## config.mk

```make
export PLATFORM = sky130hd
export DESIGN_NAME = wb_arbiter_flat
export DESIGN_NICKNAME = d
export VERILOG_FILES = /design/src/rtl/wb_arbiter_pkg.sv /design/src/rtl/wb_arbiter_if.sv /design/src/rtl/wb_scoreboard.sv /design/src/rtl/wb_arbiter.sv /design/src/flat_wrapper.sv
export SDC_FILE = /design/constraint.sdc
export NUM_CORES = 1
export LEC_CHECK = 0
export CORE_ASPECT_RATIO = 0.6
export CORE_UTILIZATION = 45
export DETAILED_ROUTE_END_ITERATION = 6
export GPL_ROUTABILITY_DRIVEN = 0
export PLACE_DENSITY = 0.81
export SLEW_MARGIN = 20
export SYNTH_ARGS = -nofsm -noshare
export SYNTH_HDL_FRONTEND = slang
export SYNTH_SLANG_ARGS = --single-unit
export TNS_END_PERCENT = 5
```

## constraint.sdc

```tcl
create_clock -name clk -period 8.2 [get_ports clk]
set_input_delay 2.46 -clock clk [delete_from_list [all_inputs] [get_ports clk]]
set_output_delay 2.46 -clock clk [all_outputs]
set_load 0.02 [all_outputs]
```

## src/rtl/wb_arbiter_pkg.sv

```systemverilog
// Shared definitions for the writeback arbiter and its scoreboard.
package wb_arbiter_pkg;

  localparam int unsigned NUM_REGS  = 32;
  localparam int unsigned REGADDR_W = 5;
  localparam logic [REGADDR_W-1:0] REG_ZERO = 5'd0;

  typedef enum logic [1:0] {
    SRC_NONE,
    SRC_ALU,
    SRC_MEM
  } src_sel_e;

  // One-hot register mask; x0 never appears because it is not trackable.
  function automatic logic [NUM_REGS-1:0] reg_onehot(input logic [REGADDR_W-1:0] r);
    logic [NUM_REGS-1:0] m;
    m    = '0;
    m[r] = 1'b1;
    m[0] = 1'b0;
    return m;
  endfunction

endpackage

```

## src/rtl/wb_arbiter_if.sv

```systemverilog
// Producer handshakes, decode lookup and register-file write port of the writeback stage.
interface wb_arbiter_if #(
  parameter int unsigned DATAWIDTH = 32
) ();
  import wb_arbiter_pkg::*;

  logic                 issue_valid;
  logic [REGADDR_W-1:0] issue_reg;

  logic                 alu_valid;
  logic [REGADDR_W-1:0] alu_reg;
  logic [DATAWIDTH-1:0] alu_data;
  logic                 alu_ready;

  logic                 mem_valid;
  logic [REGADDR_W-1:0] mem_reg;
  logic [DATAWIDTH-1:0] mem_data;
  logic                 mem_ready;

  logic [REGADDR_W-1:0] readReg1;
  logic [REGADDR_W-1:0] readReg2;

  logic                 write;
  logic [REGADDR_W-1:0] writeReg;
  logic [DATAWIDTH-1:0] writeData;
  logic                 hazard;

  modport master (
    output issue_valid, issue_reg,
    output alu_valid, alu_reg, alu_data,
    output mem_valid, mem_reg, mem_data,
    output readReg1, readReg2,
    input  alu_ready, mem_ready,
    input  write, writeReg, writeData, hazard
  );

  modport slave (
    input  issue_valid, issue_reg,
    input  alu_valid, alu_reg, alu_data,
    input  mem_valid, mem_reg, mem_data,
    input  readReg1, readReg2,
    output alu_ready, mem_ready,
    output write, writeReg, writeData, hazard
  );

endinterface

```

## src/rtl/wb_scoreboard.sv

```systemverilog
// Pending-write scoreboard for x1..x31 with same-cycle register-file bypass masking.
module wb_scoreboard
  import wb_arbiter_pkg::*;
(
  input  logic                 clk,
  input  logic                 rst,
  input  logic                 set_valid,
  input  logic [REGADDR_W-1:0] set_reg,
  input  logic                 clr_valid,
  input  logic [REGADDR_W-1:0] clr_reg,
  input  logic [REGADDR_W-1:0] rd_reg_a,
  input  logic [REGADDR_W-1:0] rd_reg_b,
  output logic                 hazard
);

  logic [NUM_REGS-1:1] busy_q;
  logic [NUM_REGS-1:0] busy_full;
  logic [NUM_REGS-1:0] set_mask;
  logic [NUM_REGS-1:0] clr_mask;
  logic [NUM_REGS-1:0] busy_d;
  logic                hit_a;
  logic                hit_b;

  assign busy_full = {busy_q, 1'b0};

  always_comb begin
    set_mask = '0;
    clr_mask = '0;
    if (set_valid) begin
      set_mask = reg_onehot(set_reg);
    end
    if (clr_valid) begin
      clr_mask = reg_onehot(clr_reg);
    end
    // Set is applied after clear so a same-edge reissue keeps the register busy.
    busy_d = (busy_full & ~clr_mask) | set_mask;
  end

  always_ff @(posedge clk) begin
    if (rst) begin
      busy_q <= '0;
    end else begin
      busy_q <= busy_d[NUM_REGS-1:1];
    end
  end

  // The register file forwards the write in flight, so that register is not a hazard.
  always_comb begin
    hit_a  = busy_full[rd_reg_a] && !(clr_valid && (clr_reg == rd_reg_a));
    hit_b  = busy_full[rd_reg_b] && !(clr_valid && (clr_reg == rd_reg_b));
    hazard = hit_a || hit_b;
  end

endmodule

```

## src/rtl/wb_arbiter.sv

```systemverilog
// Writeback arbiter: grants ALU or load results one per cycle with ALU starvation guard,
// registers the register-file write and tracks pending destinations for decode stalls.
module wb_arbiter
  import wb_arbiter_pkg::*;
#(
  parameter int unsigned DATAWIDTH    = 32,
  parameter int unsigned STARVE_LIMIT = 4
) (
  input logic         clk,
  input logic         rst,
  wb_arbiter_if.slave bus
);

  localparam logic [3:0] StarveMax = 4'(STARVE_LIMIT);

  src_sel_e             grant;
  logic [3:0]           starve_q;
  logic [3:0]           starve_d;

  logic                 write_q;
  logic                 write_d;
  logic [REGADDR_W-1:0] write_reg_q;
  logic [REGADDR_W-1:0] write_reg_d;
  logic [DATAWIDTH-1:0] write_data_q;
  logic [DATAWIDTH-1:0] write_data_d;
  logic                 hazard;

  // Loads normally win; a starved ALU gets one forced grant.
  always_comb begin
    grant = SRC_NONE;
    if (!rst) begin
      if (bus.alu_valid && bus.mem_valid) begin
        grant = (starve_q == StarveMax) ? SRC_ALU : SRC_MEM;
      end else if (bus.alu_valid) begin
        grant = SRC_ALU;
      end else if (bus.mem_valid) begin
        grant = SRC_MEM;
      end
    end
  end

  assign bus.alu_ready = (grant == SRC_ALU);
  assign bus.mem_ready = (grant == SRC_MEM);

  always_comb begin
    starve_d = '0;
    if (bus.alu_valid && (grant != SRC_ALU)) begin
      starve_d = (starve_q == StarveMax) ? starve_q : starve_q + 4'd1;
    end
  end

  always_comb begin
    write_d      = 1'b0;
    write_reg_d  = write_reg_q;
    write_data_d = write_data_q;
    unique case (grant)
      SRC_ALU: begin
        write_d      = (bus.alu_reg != REG_ZERO);
        write_reg_d  = bus.alu_reg;
        write_data_d = bus.alu_data;
      end
      SRC_MEM: begin
        write_d      = (bus.mem_reg != REG_ZERO);
        write_reg_d  = bus.mem_reg;
        write_data_d = bus.mem_data;
      end
      default: ;
    endcase
  end

  always_ff @(posedge clk) begin
    if (rst) begin
      starve_q     <= '0;
      write_q      <= 1'b0;
      write_reg_q  <= REG_ZERO;
      write_data_q <= '0;
    end else begin
      starve_q     <= starve_d;
      write_q      <= write_d;
      write_reg_q  <= write_reg_d;
      write_data_q <= write_data_d;
    end
  end

  assign bus.write     = write_q;
  assign bus.writeReg  = write_reg_q;
  assign bus.writeData = write_data_q;

  wb_scoreboard u_scoreboard (
    .clk       (clk),
    .rst       (rst),
    .set_valid (bus.issue_valid),
    .set_reg   (bus.issue_reg),
    .clr_valid (write_q),
    .clr_reg   (write_reg_q),
    .rd_reg_a  (bus.readReg1),
    .rd_reg_b  (bus.readReg2),
    .hazard    (hazard)
  );

  assign bus.hazard = hazard;

endmodule

```

## src/flat_wrapper.sv

```systemverilog
// flat-port wrapper written by rule: the top's interface ports become plain ports
module wb_arbiter_flat import wb_arbiter_pkg::*;
#(
  parameter int unsigned DATAWIDTH    = 32,
  parameter int unsigned STARVE_LIMIT = 4
)
  (clk, rst, bus_issue_valid, bus_issue_reg, bus_alu_valid, bus_alu_reg, bus_alu_data, bus_mem_valid, bus_mem_reg, bus_mem_data, bus_readReg1, bus_readReg2, bus_alu_ready, bus_mem_ready, bus_write, bus_writeReg, bus_writeData, bus_hazard);
  wb_arbiter_if #(.DATAWIDTH(DATAWIDTH)) bus_i ();
  input logic clk;
  input logic rst;
  input wire logic [$bits(bus_i.issue_valid)-1:0] bus_issue_valid;
  input wire logic [$bits(bus_i.issue_reg)-1:0] bus_issue_reg;
  input wire logic [$bits(bus_i.alu_valid)-1:0] bus_alu_valid;
  input wire logic [$bits(bus_i.alu_reg)-1:0] bus_alu_reg;
  input wire logic [$bits(bus_i.alu_data)-1:0] bus_alu_data;
  input wire logic [$bits(bus_i.mem_valid)-1:0] bus_mem_valid;
  input wire logic [$bits(bus_i.mem_reg)-1:0] bus_mem_reg;
  input wire logic [$bits(bus_i.mem_data)-1:0] bus_mem_data;
  input wire logic [$bits(bus_i.readReg1)-1:0] bus_readReg1;
  input wire logic [$bits(bus_i.readReg2)-1:0] bus_readReg2;
  output wire logic [$bits(bus_i.alu_ready)-1:0] bus_alu_ready;
  output wire logic [$bits(bus_i.mem_ready)-1:0] bus_mem_ready;
  output wire logic [$bits(bus_i.write)-1:0] bus_write;
  output wire logic [$bits(bus_i.writeReg)-1:0] bus_writeReg;
  output wire logic [$bits(bus_i.writeData)-1:0] bus_writeData;
  output wire logic [$bits(bus_i.hazard)-1:0] bus_hazard;
  assign bus_i.issue_valid = bus_issue_valid;
  assign bus_i.issue_reg = bus_issue_reg;
  assign bus_i.alu_valid = bus_alu_valid;
  assign bus_i.alu_reg = bus_alu_reg;
  assign bus_i.alu_data = bus_alu_data;
  assign bus_i.mem_valid = bus_mem_valid;
  assign bus_i.mem_reg = bus_mem_reg;
  assign bus_i.mem_data = bus_mem_data;
  assign bus_i.readReg1 = bus_readReg1;
  assign bus_i.readReg2 = bus_readReg2;
  assign bus_alu_ready = bus_i.alu_ready;
  assign bus_mem_ready = bus_i.mem_ready;
  assign bus_write = bus_i.write;
  assign bus_writeReg = bus_i.writeReg;
  assign bus_writeData = bus_i.writeData;
  assign bus_hazard = bus_i.hazard;
  wb_arbiter #(.DATAWIDTH(DATAWIDTH), .STARVE_LIMIT(STARVE_LIMIT)) u_core (.clk(clk), .rst(rst), .bus(bus_i));
endmodule
```

* Word level (Yosys, flattened, before mapping) *
Cells that the tools add are included.

storage, ports and cells
  memory bits (read-only) = 0
  register bits after elaboration = 73
  memories = 0
  bits of input ports = 94
  bits in writable memories = 0
  latch bits = 0
  output and inout port bits = 41

cells by class
  multiply operators = 0
  shifts and indexed selects = 0
  eq/ne operators = 6
  reduce and logical (&&, ||, !) cells = 15
  $lt $le $gt $ge = 6
  div/mod/pow operators = 0
  $add $sub $neg = 1
  bitwise operators = 4
  multiplexer cells = 18

operators by type and width
  operator                                                            count
  two-way mux 32 bit                                                  2
  case mux 32 bit (2 select lines)                                    1
  AND 32 bit                                                          1
  NOT 32 bit                                                          1
  OR 32 bit                                                           1
  less-than comparator 5 x 6 -> 1 bit (second input constant)         4
  binary-select mux 1 bit (select 5 bit)                              2
  demux 1 bit (select 5 bit)                                          2
  equality test 5 bit                                                 2
  greater-or-equal comparator 5 x 1 -> 1 bit (second input constant)  2
  two-way mux 2 bit                                                   5
  case mux 5 bit (2 select lines)                                     1
  nonzero test 5 bit                                                  2
  logical AND 1 bit                                                   8
  adder 4 x 1 -> 4 bit (second input constant)                        1
  equality test 4 x 3 -> 1 bit (second input constant)                1
  two-way mux 1 bit                                                   4
  equality test 2 x 1 -> 1 bit (second input constant)                1
  equality test 2 bit (second input constant)                         1
  logical NOT 1 bit                                                   2
  != test 2 x 1 -> 1 bit (second input constant)                      1
  case mux 1 bit (2 select lines)                                     1
  nonzero test 2 bit                                                  1
  OR reduction 2 bit                                                  1
  other kinds (2)                                                     2

* Logic depth before layout (Yosys ltp) *
Gate-level depths: netlist of run 1.

  depth in word-level cells = 8
  gate-level depth with buffers = 13

* By module *
A second synthesis of run 1 with hierarchy kept.

second synthesis, totals
  cell total of the unflattened synthesis = 420
  area, all modules = 4103.9 µm²

by module, submodules not included
  module         cells an instance  area each (µm²)  times used
  wb_arbiter     196                2135.8           1
  wb_scoreboard  224                1968.1           1

* Worst setup path before layout of run 1 *
No wires, ideal clock.

  path type = input-to-output
  from = in bus_readReg1[0]
  to = out bus_hazard
  path slack = 2.070 ns
  data arrival time = 3.670 ns
  path buffers = 1
  data required time = 5.740 ns
  stages on the path = 6
  cell sequence = buf_2 > mux4_2 > nor3_1 > a31oi_1 > o311ai_1 > o22ai_2

on the way
  word-level cells in the longest chain between the ends = 5

RTL lines
  element                                                                                         RTL line             RTL
  from (decl)                                                                                     flat_wrapper.sv:19   input wire logic [$bits(bus_i.readReg1)-1:0] bus_readReg1;
  parallel branches: the longest is 3 deep, another holds binary-select mux 1 bit (select 5 bit)  n/a
  logical AND 1 bit (*)                                                                           wb_scoreboard.sv:49  hit_a = busy_full[rd_reg_a] && !(clr_valid && (clr_reg == rd_reg_a));
  logical OR 1 bit (*)                                                                            wb_scoreboard.sv:51  hazard = hit_a || hit_b;
  to (decl)                                                                                       flat_wrapper.sv:26   output wire logic [$bits(bus_i.hazard)-1:0] bus_hazard;

Mark *: on every way between the ends. The select of a mux whose other input is x is not followed.

* Worst setup path in the final report of run 1 *
  from = in bus_readReg1[1]
  to = out bus_hazard

Same word-level chain as after synthesis.

==> key figures, run 1 <==
Setup path
  • Worst EP required: 5.74 ns
  • Family with the most delay on the worst path: buffers and inverters
  • Crit path arrival time: 5.01 ns
  • Startpoint Class: primary input
  • Worst Path Max Fanout: 10
  • Crit Path Class: primary input to output pin
  • CP cell instances: clkdlybuf4s50_1 -> mux4_2 -> and3b_1 -> o21ai_0 -> o311ai_1 -> o22ai_2 -> clkdlybuf4s50_1
  • Most frequent CP cell: clkdlybuf4s50_1
  • CP max-delay cell: clkdlybuf4s50_1
  • Worst path bufs/invs: 2
  • Critical path endpoint category: output pin
  • Slowest cell delay on critical path: 0.85 ns

Synthesis
  • Post-Synthesis Cell Area: 0.00391 mm²
  • Seq cells post-synth: 73
  • Area leader, netlist: dfxtp_1
  • Synth Area per Inst: 8.40 µm²
  • Most frequent cells after synthesis: nor2_1, dfxtp_1, a21oi_1
  • Synth cell types: 38
  • Post-Syn Nets: 563
  • Ys flop type: dfxtp_1
  • Share of Yosys cell area claimed by the top area cell type: 37.4%
  • Cell count after synthesis: 465
  • Register area share after synthesis: 37.4%
  • Synth area leaders: dfxtp_1, mux2i_1, a21oi_1, nor2_1, mux4_2
  • Count leader, synth: nor2_1
  • Post-synth ARST share: 0%
  • Post-synth EDFFs: 0
  • YS warnings: 0

Die
  • Die Span Y: 74.2 µm
  • Initial core utilization: 48.0%
  • Die Span X: 122 µm
  • I/O Pins: 135
  • Full die area: 0.00907 mm²
  • Core ar.: 0.00813 mm²
  • Core Rows: 25

Clock tree
  • Clock Path Buffers: 2
  • Later-pin clock latency in the skew report: 0.33 ns
  • Clock Root Buffer: clkbuf_16
  • Post-cts repair resize count: 0
  • Reg clk slew, reported paths: 0.05 ns
  • Clock Sinks: 73
  • Post-CTS Hold Buffers: 0
  • CTS tree: built
  • TritonCTS buffer count: 9
  • Post-CTS setup buffer count: 0
  • CTS H-Tree Depth: 3

Pwr
  • Post-layout power: 1010 µW
  • Lkg Pwr: 0.00205 µW
  • Peak VDD IR: 123 µV
  • PD cells: 180 mW/mm²

STA
  • Final period util: 91.1%
  • Slew Limit Fails: 0
  • Max Fclk: 134 MHz
  • RSZ-0062 raised after global routing: no
  • TNS Setup: 0 ns
  • Clock Skew: 0.00802 ns
  • Worst Tran Pin Value: 1.02 ns
  • Fin. Hold Viols: 0
  • Setup violators final: 0
  • Worst slew margin: 32.0%
  • Crit path time final: 7.47 ns

Cells and area
  • Layout cells sized above 1: 5.66%
  • Area growth, synth to finish: 42.8%
  • Diodes inserted: 0
  • Final net count: 677
  • Fillers: 625

Drt
  • Final wirelength: 11.9 mm
  • DRT Pass-1 Iters: 5
  • Initial DRC Count: 466
  • Post-DR vias/cell: 5.70
  • DR WL/cell: 17.2 µm
  • Total number of vias: 3936
  • Post-route ant nets: 0
  • DRC violations left: 0

Status
  • Status: complete, no violations

Global routing
  • Gr ovfl total: 0
  • Largest net degree at the start of global routing: 76
  • Vias in the first global route: 3693
  • First-pass GRT wire length: 18.6 mm
  • Antenna violations before repair: 0
  • GRT Util Overall: 27.2%

Flow run
  • # Max-Cap Violations: 0

Placed design
  • Port bufs: 134
  • Detailed Place HPWL: 8.67 mm

Hold path
  • HP Class: flop to flop
==> worst min-delay path: stages (launching register included) <==
cell     delay (ns)
dfxtp_1        0.32
a21oi_1        0.06
nor2_1         0.07
==> flip-flops by register name, summed over array words and instances (netlist names) <==
register and flops:
u_core.bus.write 1, u_core.bus.writeReg 5, u_core.starve_q 4, u_core.bus.writeData 32, u_core.u_scoreboard.busy_q 31
==> final timing paths <==
path | startpoint | to | slack (ns) | cells after the start
worst max-delay path | bus_readReg1[1] | bus_hazard | 0.73 | 7
worst min-delay path | u_core.bus.writeData[18] | u_core.bus.writeData[18] | 0.48 | 2
worst max register to register | u_core.starve_q[0] | u_core.bus.writeData[5] | 5.70 | 12
worst min register to register | u_core.bus.writeData[18] | u_core.bus.writeData[18] | 0.48 | 2
==> per-stage QoR <==
step / area [µm²] / setup slack [ns] / hold WS, ns / utilization (%) / cells
floorplan: 3910 / 2.07 / 0.459 / - / 465
global placement: 5240 / 0.817 / 0.469 / 64.4 / 676
global route: 5580 / 0.678 / 0.510 / 68.6 / 691
finish: 5580 / 0.732 / 0.484 / 68.6 / 691
detailed placement: 5240 / 0.769 / 0.477 / 64.4 / 676
CTS: 5570 / 0.770 / 0.489 / 68.5 / 691
==> area by class of cell <==
cell class | instances | area (µm²) | share of cell area [%]
clock inverters | 2 | 60.1 | 1.08
flip-flops and latches | 73 | 1460 | 26.2
well taps | 108 | 135 | 2.42
multi-input cells | 354 | 2280 | 40.9
inverters | 5 | 18.8 | 0.336
repair buffers | 136 | 1350 | 24.2
clock buffers | 13 | 270 | 4.84
==> placed cells by master, fill, tap and decap left out, types with 2 or more instances in the layout <==
cell type / instances
mux4_2: 10
ha_1: 3
mux4_1: 4
clkbuf_8: 3
clkdlybuf4s50_1: 133
nor4_1: 2
and3_1: 2
nand2_1: 45
nor3b_1: 5
mux2i_1: 43
and3b_1: 3
nor3_1: 4
a21oi_1: 71
or4_1: 2
clkbuf_16: 9
bufinv_16: 2
xnor2_1: 4
o21ai_0: 34
nand3_1: 5
nand3b_1: 10
a31oi_1: 2
inv_1: 5
buf_4: 2
dfxtp_1: 73
xor2_1: 9
nor2_1: 83
==> metal layers <==
layer	routed length, µm	GRT usage [%]
met1	5080	34.1
met2	5280	42.6
met3	1330	11.7
met4	210	8.67
met5	0	0
==> kinds of logic (layout without fill, tap and decap cells) <==
group / count (synthesis) / after routing / synth area share [%]
AO/OA/AOI/OAI: 112 / 112 / 15.0
XOR/XNOR: 13 / 13 / 2.91
adder cells (fa/ha/maj): 4 / 4 / 1.28
buffers and inverters: 38 / 156 / 4.48
flip-flops: 73 / 73 / 37.4
multiplexers: 58 / 58 / 19.8
AND/OR/NAND/NOR: 167 / 167 / 19.1
==> power by group <==
group / switching, µW / internal [µW] / leakage (µW)
sequential: 16.1 / 371 / 0.000594
clock: 140 / 290 / 0.000162
combinational: 89.6 / 99.8 / 0.00129
No activity file was read; power rests on OpenSTA's default activity.
==> run 2, diff against run 1 <==
Settings changed: CORE_UTILIZATION 45 to 46, CTS_CLUSTER_SIZE set to 10, PLACE_DENSITY 0.81 to 0.82.
Clock period 8.2 ns to 6.89 ns, I/O delays scaled along.
==> key figures, run 2 (synthesis gave the netlist of run 1 again) <==
Setup path
  • RR Startpoint: u_core.starve_q[0]
  • Worst Reg2Reg Path Length in Cells: 12
  • Reg2Reg Setup Slack: 4.26 ns
  • Critical path endpoint category: output pin
  • Crit path arrival time: 4.63 ns
  • Most frequent CP cell: clkdlybuf4s50_1
  • Worst Path Max Fanout: 9
  • Crit Path Class: primary input to output pin
  • CP cell instances: clkdlybuf4s50_1 -> mux4_2 -> nor3b_1 -> a31oi_1 -> a22oi_2 -> o22ai_2 -> clkdlybuf4s50_1
  • RR Endpoint: u_core.bus.writeData[3]
  • CP max-delay cell: clkdlybuf4s50_1
  • Worst EP required: 4.82 ns
  • Startpoint Class: primary input
  • Slowest cell delay on critical path: 0.78 ns

Clock tree
  • Post-CTS Hold Buffers: 0
  • CTS H-Tree Depth: 3
  • Clock Root Buffer: clkbuf_16
  • CTS tree: built
  • Post-cts repair resize count: 0
  • TritonCTS buffer count: 9
  • Post-CTS setup buffer count: 0
  • Later-pin clock latency in the skew report: 0.33 ns
  • Clock Path Buffers: 2
  • Reg clk slew, reported paths: 0.05 ns
  • Clock Sinks: 73

Global routing
  • GRT Util Overall: 28.8%
  • Vias in the first global route: 3756
  • First-pass GRT wire length: 19.2 mm
  • Antenna violations before repair: 0
  • Largest net degree at the start of global routing: 76
  • Gr ovfl total: 0

STA
  • Slew Limit Fails: 0
  • Fin. Hold Viols: 0
  • Worst Tran Pin Value: 0.930 ns
  • Worst slew margin: 37.8%
  • TNS Setup: 0 ns
  • Setup violators final: 0
  • RSZ-0062 raised after global routing: no
  • Final period util: 97.1%
  • Crit path time final: 6.69 ns
  • Worst hold slack: 0.485 ns
  • Final Worst Setup Slack: 0.197 ns
  • Max Fclk: 149 MHz
  • Clock Skew: 0.00605 ns

Drt
  • DRT Pass-1 Iters: 5
  • Top sig layer: met4
  • Total number of vias: 3980
  • DRC violations left: 0
  • Met3 wire length: 1.31 mm
  • Initial DRC Count: 500
  • Post-DR vias/cell: 5.73
  • Post-route ant nets: 0
  • Final wirelength: 12.5 mm
  • DR WL/cell: 18.0 µm
  • Post-Route M1 WL: 5.18 mm
  • Met2 routed WL: 5.71 mm

Die
  • Die Span X: 121 µm
  • Core Rows: 25
  • Initial core utilization: 48.6%
  • I/O Pins: 135
  • Full die area: 0.00888 mm²
  • Core ar.: 0.00804 mm²
  • Die Span Y: 73.4 µm

Placed design
  • Post-Place Cells: 679
  • Port bufs: 134
  • Pre-CTS setup slack: 0.302 ns
  • Detailed Place HPWL: 9.04 mm

Cells and area
  • Fillers: 643
  • Max reg flops: 32
  • Area growth, synth to finish: 41.3%
  • Area taken by multi-input logic gates: 0.00227 mm²
  • Final net count: 680
  • Commonest non-fill, non-tap cells in the layout: clkdlybuf4s50_1, nor2_1, dfxtp_1
  • Commonest non-fill, non-tap cell in the layout: clkdlybuf4s50_1
  • Layout cells sized above 1: 5.96%
  • Diodes inserted: 0
  • Final std cells w/o fill: 695
  • Register area: 0.00146 mm²

Pwr
  • PD cells: 199 mW/mm²
  • Post-layout power: 1100 µW
  • Lkg Pwr: 0.00203 µW
  • Peak VDD IR: 143 µV

Status
  • Status: complete, no violations

Hold path
  • WHS Path Cells: 2
  • HP Class: flop to flop
  • Hold Path End: u_core.bus.writeData[16]
  • Worst hold start: u_core.bus.writeData[16]

Flow run
  • # Max-Cap Violations: 0
## run 2: changes by cell type in the layout (fill, tap and decap cells not counted)
cell / change
buf_4: +3
ha_4: -1
clkbuf_1: +2
clkinv_2: +4
ha_2: +1
clkbuf_8: -3
bufinv_16: -2
## run 2: layout make-up
class	instances	share of cell area [%]
multi-input cells	354	41.2
flip-flops and latches	73	26.5
repair buffers	139	24.9
clock buffers	12	4.29
well taps	108	2.45
clock inverters	4	0.363
inverters	5	0.340
## run 2: routing by layer
metal | up-vias | track usage (%)
li1 | 1871 | -
met1 | 1838 | 37.5
met2 | 225 | 45.3
met3 | 46 | 8.70
met4 | 0 | 10.7
met5 | - | 1.70
## run 2: worst max path at each step
stage                            end       startpoint  slack [ns]  cells past startpoint
final                     bus_hazard  bus_readReg2[0]        0.20                      7
after global routing      bus_hazard  bus_readReg2[0]        0.14                      7
after CTS                 bus_hazard  bus_readReg2[0]        0.26                      7
after detailed placement  bus_hazard  bus_readReg2[0]        0.30                      7
after global placement    bus_hazard  bus_readReg2[0]        0.38                      7
after floorplan           bus_hazard  bus_readReg1[0]        1.55                      6
## run 2: power breakdown
part	switching, µW	total (µW)	internal (µW)
logic	109	228	119
clock network	166	407	241
registers	19.0	460	441
## run 2: critical path: cells and delay by family
family	cells	cell delay [ns]
and+or+nand+nor	1	0.26
AOI/OAI and AO/OA	3	0.38
muxes	1	0.57
buffers and inverters	2	1.34
## run 2: per-stage QoR
stage / area [µm²] / utilization (%)
final: 5520 / 68.6
after global routing: 5520 / 68.6
after CTS: 5520 / 68.6
after detailed placement: 5260 / 65.4
after global placement: 5260 / 65.4
after floorplan: 3910 / -
==> run 3, diff against run 2 <==
Settings changed: CORE_ASPECT_RATIO 0.6 to 1.25.
Clock period 6.89 ns to 6.55 ns, I/O delays scaled along.
==> key figures, run 3 (synthesis gave the netlist of run 1 again) <==
Global routing
  • GR Util met3: 5.85%
  • M2 GR Usage: 45.7%
  • Most Crowded Layer GR: met2
  • First-pass GRT wire length: 18.1 mm
  • Gr ovfl total: 0
  • Vias in the first global route: 3796
  • M1 GR Usage: 29.2%
  • Antenna violations before repair: 0
  • Largest net degree at the start of global routing: 47
  • GRT Util Overall: 25.9%

Cells and area
  • Fin util: 66.7%
  • Final net count: 681
  • Max reg flops: 32
  • Commonest non-fill, non-tap cells in the layout: clkdlybuf4s50_1, nor2_1, dfxtp_1
  • Area growth, synth to finish: 40.8%
  • Layout cells sized above 1: 6.46%
  • Commonest non-fill, non-tap cell in the layout: clkdlybuf4s50_1
  • Fillers: 664
  • Diodes inserted: 0

Placed design
  • Port bufs: 134
  • Detailed Place HPWL: 8.44 mm

Clock tree
  • CTS tree: built
  • Reg clk slew, reported paths: 0.07 ns
  • Post-CTS Hold Buffers: 0
  • Clock Sinks: 73
  • Post-CTS setup buffer count: 0
  • Clock Path Buffers: 2
  • TritonCTS buffer count: 9
  • Later-pin clock latency in the skew report: 0.34 ns
  • Clock Root Buffer: clkbuf_8
  • CTS H-Tree Depth: 3
  • Post-cts repair resize count: 0

Setup path
  • Critical path endpoint category: output pin
  • Worst EP required: 4.59 ns
  • Worst Reg2Reg Path Length in Cells: 11
  • RR Startpoint: u_core.starve_q[0]
  • Crit path arrival time: 4.42 ns
  • Crit Path Class: primary input to output pin
  • Reg2Reg Setup Slack: 3.85 ns
  • RR Endpoint: u_core.bus.writeData[23]
  • Startpoint Class: primary input
  • Worst Path Max Fanout: 9

Drt
  • Final wirelength: 11.3 mm
  • DRC violations left: 6
  • Total number of vias: 3869
  • Post-DR vias/cell: 5.65
  • DR WL/cell: 16.5 µm
  • DRT Pass-1 Iters: 7
  • Initial DRC Count: 402
  • Post-route ant nets: 0

STA
  • Slew Limit Fails: 0
  • Final period util: 97.5%
  • Fin. Hold Viols: 0
  • Worst slew margin: 34.5%
  • Worst Tran Pin Value: 0.980 ns
  • Clock Skew: 0.00854 ns
  • Crit path time final: 6.39 ns
  • Max Fclk: 157 MHz
  • RSZ-0062 raised after global routing: no
  • TNS Setup: 0 ns
  • Setup violators final: 0

Die
  • Die Span Y: 105 µm
  • Die Span X: 84.4 µm
  • I/O Pins: 135
  • Initial core utilization: 47.4%
  • Full die area: 0.00887 mm²
  • Core ar.: 0.00824 mm²
  • Core Rows: 37

Status
  • Status: finished with violations
  • Failing checks: DRC

Hold path
  • Worst hold start: u_core.bus.writeData[4]
  • Hold Path End: u_core.bus.writeData[4]
  • WHS Path Cells: 2
  • HP Class: flop to flop

Flow run
  • # Max-Cap Violations: 0

Pwr
  • PD cells: 209 mW/mm²
  • Peak VDD IR: 155 µV
  • Lkg Pwr: 0.00202 µW
==> run 3: cell count changes in the layout (fill, tap and decap cells not counted), sizes merged <==
cell,delta
clkinvlp,+1
bufinv,+3
clkinv,-3
clkbuf,-1
buf,+1
==> run 3: how the worst max path moves through the flow <==
stage | from | endpoint | slack, ns | cells after the start
6_report | bus_readReg2[0] | bus_hazard | 0.16 | 7
5_1_grt | bus_readReg1[1] | bus_hazard | 0.05 | 7
4_1_cts | bus_readReg1[1] | bus_hazard | 0.18 | 7
3_5_place_dp | bus_readReg1[1] | bus_hazard | 0.18 | 7
3_3_place_gp | bus_readReg2[0] | bus_hazard | 0.27 | 7
2_1_floorplan | bus_readReg1[0] | bus_hazard | 1.41 | 6
==> run 3: layout make-up <==
type                       instances  area, µm²  area share (%)
clock buffer                      11        141            2.57
inverter                           5       18.8           0.341
tap                               97        121            2.21
timing repair buffer             140       1380            25.1
clock inverter                     5        103            1.87
sequential                        73       1460            26.6
multi-input combinational        354       2270            41.3
==> run 3: worst max-delay path, cell delays in order <==
cell	delay (ns)
clkdlybuf4s50_1	0.75
mux4_2	0.57
nor3b_1	0.25
a31oi_1	0.09
a22oi_2	0.17
o22ai_2	0.08
clkdlybuf4s50_1	0.54
==> run 3: per-layer routing <==
| layer | wire, µm | up-vias |
|---|---|---|
| met1 | 4400 | 1768 |
| li1 | - | 1865 |
| met5 | 0 | - |
| met3 | 860 | 33 |
| met2 | 5710 | 203 |
| met4 | 352 | 0 |
==> run 3: stage by stage <==
step / setup slack [ns] / hold WS, ns / power, µW / cell area [µm²] / instances
floorplan: 1.41 / 0.459 / 612 / 3910 / 465
global placement: 0.269 / 0.467 / 723 / 5260 / 669
detailed placement: 0.178 / 0.477 / 730 / 5260 / 669
CTS: 0.177 / 0.490 / 1150 / 5500 / 685
global route: 0.0517 / 0.514 / 1200 / 5500 / 685
finish: 0.161 / 0.487 / 1150 / 5500 / 685
==> run 3: power breakdown <==
group / total, µW / internal (µW) / leakage, µW / switching [µW]
combinational: 238 / 126 / 0.00131 / 112
clock: 426 / 263 / 0.000120 / 163
sequential: 483 / 464 / 0.000594 / 19.2
total: 1150 / 852 / 0.00202 / 294
==> variant (flow settings as in run 1) <==
`DATAWIDTH` is set to 32 in 3 places; all go to 48.
--- a/src/rtl/wb_arbiter_if.sv
+++ b/src/rtl/wb_arbiter_if.sv
@@ -2,3 +2,3 @@
 interface wb_arbiter_if #(
-  parameter int unsigned DATAWIDTH = 32
+  parameter int unsigned DATAWIDTH = 48
 ) ();
--- a/src/rtl/wb_arbiter.sv
+++ b/src/rtl/wb_arbiter.sv
@@ -5,3 +5,3 @@
 #(
-  parameter int unsigned DATAWIDTH    = 32,
+  parameter int unsigned DATAWIDTH    = 48,
   parameter int unsigned STARVE_LIMIT = 4
--- a/src/flat_wrapper.sv
+++ b/src/flat_wrapper.sv
@@ -3,3 +3,3 @@
 #(
-  parameter int unsigned DATAWIDTH    = 32,
+  parameter int unsigned DATAWIDTH    = 48,
   parameter int unsigned STARVE_LIMIT = 4
Interface: changed (resized bus_alu_data, bus_mem_data and bus_writeData); port bits go from 135 to 183. No check against the original RTL was run, so the function may have changed too.
==> variant against run 1 <==
Combinational power rose by 31%. Wire length rose by 18%. Clock power barely moved. Largest cell class unchanged. Critical endpoint unchanged. Synthesized area rose by 18%. Sequential cell count rose by 16. Largest power group is now registers. Design area rose by 21%. Power rose by 14%. Hold slack improved by 3.7 ps. Worst setup slack improved by 35 ps.
==> variant: results (changes against run 1) <==
[worst_setup_path]
worst-r2r-cell-count = 9  ; -3
worstPathArrival_ps = 4970  ; -40 ps
ff2ff_setup_slack_ps = 5520  ; -180 ps
worst_r2r_endpoint = u_core.bus.writeData[5]
timing.rr.start = u_core.starve_q[0]
largest_fanout_on_the_critical_path = 7  ; -3
crit_path_start = bus_readReg1[1]
cp-end-kind = output pin
slowest_delay_ps = 730  ; -120 ps
worst_path_dominant_cell_family = buffers and inverters

[grt]
grtUsageTotal_pct = 26.6  ; -0.58 points
grtUsageMet2_pct = 44.7  ; +2.1 points
vias_in_the_first_global_route = 4482  ; +21%
antenna_found_initial = 0  ; unchanged
grt_max_degree = 108  ; +42%
met1_track_utilization_from_global_routing_pct = 32.3  ; -1.8 points
grt_util_met3_pct = 9.60  ; -2.1 points
global_route_wire_length_before_repair_um = 22100  ; +19%

[drt]
routed-wl-met2_um = 6420  ; +22%
post_drt_wl_per_cell_um = 16.6  ; -3.7%
wl_met3_um = 1730  ; +30%
highest-signal-layer = met4
drt_first_pass_iters = 6  ; +1
vias_per_cell = 5.56  ; -2.4%
detail_route.iter0.violations = 479  ; +2.8%
wire_length_the_detailed_router_placed_on_met1_um = 5620  ; +11%

[logic_synthesis]
fraction_of_registers_with_async_set_or_reset_after_synthesis_pct = 0  ; unchanged
syn-num-nets = 682  ; +21%
yosysWarnings = 0  ; unchanged
synth-seq-area-share_pct = 38.8  ; +1.4 points
synth_top_cells_by_area = dfxtp_1 39%, mux2i_1 13%, a21oi_1 9.4%, nor2_1 9.3%, mux4_2 4.9%
yosys.cell_types.count = 36  ; -5.3%
yosys-top-cells-count = 114 x nor2_1, 89 x dfxtp_1, 86 x a21oi_1

[clock_network]
cts.reportedPaths.clkPinSlew_ps = 60
cts_root_buffer = clkbuf_16
numCtsBuffers = 9  ; unchanged
htree_levels = 3  ; unchanged
worstSkewPairLatency_ps = 340

[run_status]
status = finished clean

[sta]
fin_worst_skew_ps = 6.47  ; -1.55 ps
worst_pin_slew_ps = 1200  ; +183 ps

[pwr]
ir_worst_vdd_v = 0.000112  ; -9.7%
pwr-share-seq_pct = 41.1  ; +2.6 points
p_leak_nw = 2.49  ; +22%
power-per-cell-area_nw_per_um2 = 171  ; -5.4%
intPower_mw = 0.850  ; +12%
p_comb_share_pct = 21.5  ; +2.7 points

[hold_path]
timing.hold.worst.start = u_core.bus.writeData[31]
whs_path_depth = 2  ; unchanged
worstHoldPathType = reg2reg

[placed_design]
portBuffers = 182  ; +36%
hpwlAfterDp_um = 10200  ; +18%

[finish]
final_net_count = 836  ; +23%
largest_reg_flops = 48  ; +50%
layout-drive-gt1-share_pct = 5.07  ; -0.59 points
antenna-diode-count = 0  ; unchanged

## variant: cell count changes in the layout (fill, tap and decap cells not counted), moves of 4 or more
cell                    run 1  this run
nor2_1                     83       114
clkdlybuf4s50_1           133       181
dfxtp_1                    73        89
mux2i_1                    43        60
nand3_1                     5         9
a21oi_1                    71        86
## variant: tightest hold or removal path: stages (launching register included)
cell	delay, ps
dfxtp_1	330
a21oi_1	60
nor2_1	70
## variant: worst min path at each step
stage / end / slack, ps
global placement: u_core.bus.writeData[4] / 470
detailed placement: u_core.bus.writeData[39] / 480
CTS: u_core.bus.writeData[39] / 490
global route: u_core.u_scoreboard.busy_q[30] / 500
finish: u_core.bus.writeData[31] / 490
floorplan: u_core.u_scoreboard.busy_q[27] / 460
## variant: logic make-up (layout without fill, tap and decap cells)
| family | Yosys count | in the layout | synth area share (%) |
|---|---|---|---|
| fa+ha+maj | 4 | 4 | 1.09 |
| buf+inv | 48 | 206 | 4.31 |
| mux | 76 | 76 | 20.8 |
| flops | 89 | 89 | 38.8 |
| compound gates | 126 | 126 | 14.2 |
| xor+xnor | 13 | 13 | 2.48 |
| simple gates | 196 | 196 | 18.3 |
## variant: through the flow
stage | utilization, % | worst slack (ps) | instance area, sq um | hold slack, ps | cells
after floorplan | - | 1950 | 4590 | 459 | 552
after global placement | 65.1 | 855 | 6440 | 466 | 830
after detailed placement | 65.1 | 805 | 6440 | 477 | 830
after CTS | 68.3 | 795 | 6750 | 492 | 845
after global routing | 68.3 | 700 | 6750 | 504 | 845
final | 68.3 | 768 | 6750 | 488 | 845
## variant: layout make-up
class                   instances  area (sq um)
repair buffers                185          1840
inverters                       6          22.5
multi-input cells             415          2620
clock buffers                  10           229
fillers                       781          3130
well taps                     135           169
flip-flops and latches         89          1780
clock inverters                 5          81.3
